`src/rtl/inst_rom_arbiter.sv`:
```
// Purpose: shares a single-ported, registered-read instruction ROM between IF and LS requesters.
// Latency: grant is combinational and the response follows exactly 1 cycle later; one grant per cycle, fully pipelined.
// Backpressure: a requester holds req until it sees gnt; LS has priority, and IF wins after STARVE_MAX denied cycles.
module inst_rom_arbiter #(
  parameter int ADDR_W     = 32,
  parameter int DATA_W     = 32,
  parameter int STARVE_MAX = 4
) (
  input  logic              clk,
  input  logic              rst_n,
  // instruction-fetch port
  input  logic              if_req_i,
  input  logic [ADDR_W-1:0] if_addr_i,
  output logic              if_gnt_o,
  output logic              if_rvalid_o,
  output logic [DATA_W-1:0] if_rdata_o,
  output logic              if_err_o,
  // load/debug read port
  input  logic              ls_req_i,
  input  logic [ADDR_W-1:0] ls_addr_i,
  output logic              ls_gnt_o,
  output logic              ls_rvalid_o,
  output logic [DATA_W-1:0] ls_rdata_o,
  output logic              ls_err_o,
  // ROM side
  output logic              rom_ce_o,
  output logic [ADDR_W-1:0] rom_addr_o,
  input  logic [DATA_W-1:0] rom_data_i
);

  localparam int CNT_W = (STARVE_MAX < 1) ? 1 : $clog2(STARVE_MAX + 1);
  localparam logic [CNT_W-1:0] CNT_MAX = CNT_W'(STARVE_MAX);

  typedef enum logic {
    OWN_IF = 1'b0,
    OWN_LS = 1'b1
  } owner_t;

  logic [CNT_W-1:0]  starve_cnt;
  logic              starve;
  logic              gnt_if;
  logic              gnt_ls;
  logic              any_gnt;
  logic              misaligned;
  logic [ADDR_W-1:0] win_addr;
  owner_t            winner;

  logic              rsp_vld;
  logic              rsp_err;
  owner_t            rsp_own;

  // IF has been denied long enough that it now takes priority over LS.
  assign starve = (starve_cnt == CNT_MAX);

  // Arbitration: at most one grant per cycle, and no grants while in reset.
  always_comb begin
    gnt_if     = 1'b0;
    gnt_ls     = 1'b0;
    if (rst_n) begin
      if (if_req_i && (starve || !ls_req_i)) begin
        gnt_if = 1'b1;
      end else if (ls_req_i) begin
        gnt_ls = 1'b1;
      end
    end
    winner     = gnt_ls ? OWN_LS : OWN_IF;
    win_addr   = gnt_ls ? ls_addr_i : if_addr_i;
    any_gnt    = gnt_if | gnt_ls;
    misaligned = any_gnt && (win_addr[1:0] != 2'b00);
  end

  assign if_gnt_o   = gnt_if;
  assign ls_gnt_o   = gnt_ls;

  // A misaligned grant never touches the ROM; it only produces an error response.
  assign rom_ce_o   = any_gnt & ~misaligned;
  assign rom_addr_o = rom_ce_o ? win_addr : '0;

  // Starvation counter: counts consecutive denied IF cycles and saturates at STARVE_MAX.
  always_ff @(posedge clk or negedge rst_n) begin
    if (!rst_n) begin
      starve_cnt <= '0;
    end else if (if_req_i && !gnt_if) begin
      if (!starve) begin
        starve_cnt <= starve_cnt + CNT_W'(1);
      end
    end else begin
      starve_cnt <= '0;
    end
  end

  // Response tracking: remember who was granted and whether the access faulted.
  always_ff @(posedge clk or negedge rst_n) begin
    if (!rst_n) begin
      rsp_vld <= 1'b0;
      rsp_own <= OWN_IF;
      rsp_err <= 1'b0;
    end else begin
      rsp_vld <= any_gnt;
      rsp_own <= winner;
      rsp_err <= misaligned;
    end
  end

  // Route the registered ROM data to the owner of the response; errors return zero data.
  always_comb begin
    if_rvalid_o = rsp_vld && (rsp_own == OWN_IF);
    ls_rvalid_o = rsp_vld && (rsp_own == OWN_LS);
    if_err_o    = if_rvalid_o & rsp_err;
    ls_err_o    = ls_rvalid_o & rsp_err;
    if_rdata_o  = (if_rvalid_o && !rsp_err) ? rom_data_i : '0;
    ls_rdata_o  = (ls_rvalid_o && !rsp_err) ? rom_data_i : '0;
  end

endmodule

```
`config.mk`:
```
export PLATFORM = sky130hd
export DESIGN_NAME = inst_rom_arbiter
export DESIGN_NICKNAME = d
export VERILOG_FILES = /design/src/rtl/inst_rom_arbiter.sv
export SDC_FILE = /design/constraint.sdc
export NUM_CORES = 1
export LEC_CHECK = 0
export CORE_AREA = 2 2 78 80
export DETAILED_ROUTE_END_ITERATION = 6
export DIE_AREA = 0 0 80 82
export PLACE_DENSITY = 0.84
export SYNTH_ARGS = -nofsm -noshare
export SYNTH_HDL_FRONTEND = slang
export SYNTH_SLANG_ARGS = --single-unit
```
`constraint.sdc`:
```
create_clock -name clk -period 2.2 [get_ports clk]
set_input_delay 0.22 -clock clk [delete_from_list [all_inputs] [get_ports clk]]
set_output_delay 0.22 -clock clk [all_outputs]
set_load 0.03 [all_outputs]
```
* Yosys cells after proc, flatten, opt, wreduce, memory -nomap -nowiden
Index checks and enable logic that the tools add are counted.
** Storage, ports and cells
- Register bits :: 6
- Bits in latches :: 0
- RAM bits :: 0
- Bits in read-only memories :: 0
- Bits of input ports :: 100
- Word-level logic and storage cells :: 37
- Memories kept :: 0
** Operators by class
- Add/subtract/negate cells :: 1
- Multiply operators :: 0
- Div/mod/pow operators :: 0
- Order comparisons :: 0
- Eq/ne operators :: 2
- Shifts and indexed selects :: 0
- Mux-type cells :: 12
- Bitwise logic cells :: 6
- Reduce and logical (&&, ||, !) cells :: 12
** Operators with widths (count)
- $mux W32 :: 4
- $logic_and A1 B1 Y1 :: 7
- $mux W1 :: 6
- $mux W3 :: 2
- $add A3 B1 Y3 const B :: 1
- $and A1 B1 Y1 :: 3
- $eq A3 B3 Y1 const B :: 1
- $logic_not A1 Y1 :: 3
- $ne A2 B2 Y1 const B :: 1
- $not A1 Y1 :: 2
- $reduce_bool A2 Y1 :: 1
- $logic_or A1 B1 Y1 :: 1
- $or A1 B1 Y1 :: 1

* Longest topological paths before layout
- Depth in word-level cells :: 11
- Mapped depth :: 7
- Depth with buffers taken out :: 5

* Least setup slack after synthesis
OpenSTA, ideal clock, no wires.
- Path type :: register -> output
- Start :: register starve_cnt[0]
- End :: output rom_addr_o[23]
- Arrival :: 1.735 ns
- Data required time :: 1.980 ns
- Slack :: 0.245 ns
- Cell stages (with the launch flop) :: 8
- Buffers on the path :: 2
- Cell sequence :: dfrtp_1 inv_1 ha_1 nand3_2 and3_1 buf_6 buf_12 mux2i_1
** Between the ends
- Longest elaborated chain between the ends :: 11
** Ends and longest elaborated chain
- start, declared :: line 39 : logic [CNT_W-1:0] starve_cnt;
- start signal, assigned :: line 85 : starve_cnt <= starve_cnt + CNT_W'(1);
- $eq A3 B3 Y1 (*) :: line 53 : assign starve = (starve_cnt == CNT_MAX);
- $logic_or A1 B1 Y1 (*) :: line 60 : if (if_req_i && (starve || !ls_req_i)) begin
- $logic_and A1 B1 Y1 (*) :: line 60
- $mux W1 (*) :: line 60
- $mux W1 (*) :: line 59 : if (rst_n) begin
- named net ls_gnt_o :: line 21 : output logic ls_gnt_o,
- $mux W32 :: line 67 : win_addr = gnt_ls ? ls_addr_i : if_addr_i;
- $reduce_bool A2 Y1 :: line 69 : misaligned = any_gnt && (win_addr[1:0] != 2'b00);
- $logic_and A1 B1 Y1 :: line 69
- $not A1 Y1 :: line 76 : assign rom_ce_o = any_gnt & ~misaligned;
- $and A1 B1 Y1 :: line 76
- $mux W32 (*) :: line 77 : assign rom_addr_o = rom_ce_o ? win_addr : '0;
- end, declared :: line 27 : output logic [ADDR_W-1:0] rom_addr_o,
The timed path passes the listed nets; every way through them passes the cells marked *.

* Worst setup path after layout
- Start :: register rsp_own
- End :: output ls_rdata_o[0]
** Between the ends
- Longest elaborated chain between the ends :: 3
** Ends and longest elaborated chain
- start, declared :: line 50 : owner_t rsp_own;
- start signal, assigned :: line 100 : rsp_own <= winner;
- $logic_and A1 B1 Y1 :: line 108 : ls_rvalid_o = rsp_vld && (rsp_own == OWN_LS);
- $logic_and A1 B1 Y1 :: line 112 : ls_rdata_o = (ls_rvalid_o && !rsp_err) ? rom_data_i : '0;
- $mux W32 :: line 112
- end, declared :: line 23 : output logic [DATA_W-1:0] ls_rdata_o,
Every way passes these cells.

==> flow_results.org <==
** Floorplanning
- The floorplan has 28 rows.
- For this configuration, the core starts out at a cell density of 0.268.
- The die is 80 µm wide.
- For this design the top-level I/O count stands at 203.
- The die covers 6560 µm².
- Vert. Die Dim :: 82 µm
- The region available for standard cell placement spans 5750 µm².

** Cells and area
- Antenna cell count :: 0
- Excluding fillers, the count of instances in the completed layout stands at 482.
- Fraction of layout cells with a size suffix above 1 :: 0.145
- Layout-stage area growth over the synthesis result :: 137%
- The final layout contains 511 nets.
- Final core occ :: 0.636

** Route
- Via-per-instance ratio :: 4.75
- The first routing iteration left 58 violations.
- Detailed-route wire length per cell :: 14.4 µm
- Length of the first detailed-routing pass in iterations :: 4
- The routed layout has 2288 vias.
- Routed wire length :: 6.95 mm
- Remaining DRCs :: 0
- The detail route stage leaves a number of antenna-violating nets equal to 0.

** Setup path
- Of all nets on the critical path, the largest fanout is 32.
- At the worst endpoint, the required time is 1980 ps.
- Register-to-Register Path Depth :: 6
- Across all register-to-register paths, the minimum setup slack is 560 ps.
- Startpoint-to-endpoint class of the critical path :: register to primary output
- Arrival time at the worst endpoint :: 1880 ps
- The worst setup path is captured at a primary output.
- Reg-to-reg startpoint :: starve_cnt[0]
- Worst reg2reg endpoint :: rsp_err
- CP Launch Type :: register

** Timing
- Peak Freq :: 0.476 GHz
- Hold WS :: 247 ps
- Final hold vios :: 0
- Once routing completed, OpenROAD measured the worst setup slack at 98.1 ps.
- The worst path needs 2100 ps of the cycle, external delays included.
- Share of the clock period used by the worst path after layout :: 0.955
- Clock skew on the completed layout was measured at 5.57 ps.
- Total of endpoints with negative setup slack in the final report :: 0
- Slew Limit Fails :: 0

** Clock tree
- Buffer type at the clock tree root :: sky130_fd_sc_hd__clkbuf_8
- Clock sink total :: 6
- In this run the deepest clock path goes through 2 buffers.
- Clock insertion delay at the later pin of the skew report :: 220 ps
- Clock transition at the registers of the reported paths :: 40 ps
- In this run, CTS created clock tree buffers numbering 3.
- Count of buffers added by post-CTS timing repair for setup :: 0
- Number of H-tree levels :: 1
- Hold-fix buffers, CTS :: 0
- TritonCTS built the clock tree.

** Power
- Leak pwr :: 2.13 nW
- Of the total power, the share spent switching nets is 0.381.
- The share of total power dissipated in sequential elements is 0.136.
- Internal power comes to 0.556 mW.
- Worst voltage drop across the vdd grid :: 0.000158 V
- Combinational power share :: 0.679
- The analysis attributes to net switching a power of 0.343 mW.
- Power per Cell Area :: 246 nW/µm²
- Clock group share of total power :: 0.185

** Hold path
- The worst hold path belongs to the class input port to asynchronous set/reset pin.

** Synthesis
- For this run, the number of Yosys warnings is 0.
- Post-synthesis sequential element count :: 6
- Synthesized instance count :: 220
- In the synthesized netlist the dominant register cell turns out to be sky130_fd_sc_hd__dfrtp_1.
- Share of the synthesized area in the top cell type :: 0.268
- Of the synthesized area, sequential elements account for 0.0976.
- After synthesis the cells add up to 1540 µm².
- The synthesized design contains 0 enable-type register cells.
- Proportion of register bits with asynchronous set or reset after synthesis :: 1.00
- Summed over all instances, the cell type with the most area after synthesis is sky130_fd_sc_hd__and2_1.
- By area the synthesized netlist is led by sky130_fd_sc_hd__and2_1 (27%), sky130_fd_sc_hd__nand3_1 (20%), sky130_fd_sc_hd__mux2i_1 (20%).
- After synthesis, the mean cell area works out to 7.00 µm².
- Distinct cells, synth :: 27

** Global routing
- Pin count of the biggest net entering global routing :: 37
- Global-route wire length before repair :: 9.90 mm
- In the global route stage, overall resource usage came out at 0.189.
- The number of global-route vias before repair was 2052.
- The initial antenna violation count was 2.
- Congestion Overflow GR :: 0

** Flow run
- Max-cap violations in this run came to 0.

** Run status
- Status :: complete, no violations

** Placed design
- The HPWL after detailed placement is 5.58 mm.
- Quantity of I/O buffers inserted on ports :: 200
- Pre-CTS setup slack :: -19.8 ps
- Final Wtd Congestion :: 0.774
- Once placement completed, the tool counted placed cells totaling 479.
==> stage by stage <==
step	total power [mW]	area, µm²	TNS, ps
finish	0.899	3650	0
floorplan	0.412	1540	0
detailed placement	0.739	3500	-145
global placement	0.731	3500	0
CTS	0.909	3550	0
global route	0.946	3650	-23.4
==> worst max-delay path: stages (launching register included) <==
cell	delay (ps)
sky130_fd_sc_hd__dfrtp_1	340
sky130_fd_sc_hd__and2_1	150
sky130_fd_sc_hd__and2b_4	320
sky130_fd_sc_hd__and2_1	180
sky130_fd_sc_hd__clkdlybuf4s50_1	670
==> power groups by stage <==
stage	logic, mW	clock network, mW	registers (mW)
2_1_floorplan	0.289	0	0.122
3_3_place_gp	0.608	0	0.123
3_5_place_dp	0.615	0	0.124
4_1_cts	0.618	0.169	0.122
5_1_grt	0.649	0.174	0.123
6_report	0.610	0.166	0.122
==> cells in the mapped netlist, drive strengths merged, types with 5 or more instances <==
library cell	n
buf	13
nand2	5
mux2i	30
and2	66
clkbuf	12
nand3	63
dfrtp	6
==> flip-flops by register name, indices dropped and copies added, names as in the netlist <==
register and count:
rsp_own 1, rsp_vld 1, starve_cnt 3, rsp_err 1
==> cell type report <==
class                   count  area (µm²)
well taps                  75        93.8
clock buffers               3        41.3
multi-input cells         188        1220
inverters                   2        7.51
flip-flops and latches      6         150
repair buffers            208        2140
fillers                   504        2090
==> worst max path at each step <==
stage / startpoint / slack [ps] / endpoint / cells after the start
detailed placement: rsp_own / -20 / ls_rdata_o[8] / 4
global route: rsp_own / -20 / ls_rdata_o[0] / 4
CTS: rsp_own / 20 / if_rdata_o[28] / 5
global placement: rsp_own / 0.7 / ls_rdata_o[8] / 4
floorplan: starve_cnt[0] / 250 / rom_addr_o[23] / 7
finish: rsp_own / 100 / ls_rdata_o[0] / 4
==> repair_timing <==
| action | CTS | global route |
|---|---|---|
| resized for setup | 2 | 42 |
| endpoints found under the setup margin | 32 | 48 |
| cloned | 0 | 0 |
==> metal layers <==
layer,vias up,GRT usage,part of all wire
met1,1024,0.201,0.36
met5,-,0,0.0046
met2,122,0.350,0.51
met4,4,0.0458,0.015
met3,12,0.0725,0.11
li1,1126,-,-
==> placed cells by master, fill, tap and decap left out, types with 2 or more instances in the layout <==
cell type and count:
sky130_fd_sc_hd__conb_1 2, sky130_fd_sc_hd__dfrtp_1 6, sky130_fd_sc_hd__dlymetal6s2s_1 41, sky130_fd_sc_hd__nand2b_1 2, sky130_fd_sc_hd__a21boi_0 2, sky130_fd_sc_hd__buf_12 6, sky130_fd_sc_hd__or3_1 2, sky130_fd_sc_hd__and2_1 66
sky130_fd_sc_hd__ha_1 2, sky130_fd_sc_hd__nand2_1 5, sky130_fd_sc_hd__inv_1 2, sky130_fd_sc_hd__clkbuf_8 3, sky130_fd_sc_hd__nand3_1 62, sky130_fd_sc_hd__clkdlybuf4s50_1 117, sky130_fd_sc_hd__nor2_2 2, sky130_fd_sc_hd__mux2i_1 30
sky130_fd_sc_hd__buf_4 43, sky130_fd_sc_hd__a21oi_1 2
==> cells by family (layout without fill, tap and decap cells) <==
| logic type | after synthesis | count (layout) | share of synthesized area |
|---|---|---|---|
| and+or+nand+nor | 146 | 146 | 0.536 |
| muxes | 30 | 30 | 0.195 |
| DFF | 6 | 6 | 0.0976 |
| buffers and inverters | 27 | 213 | 0.116 |
| AOI/OAI and AO/OA | 8 | 8 | 0.0366 |
| other | 1 | 2 | 0.00244 |
| adders and majority gates | 2 | 2 | 0.0163 |
No activity file was read; power rests on OpenSTA's default activity.
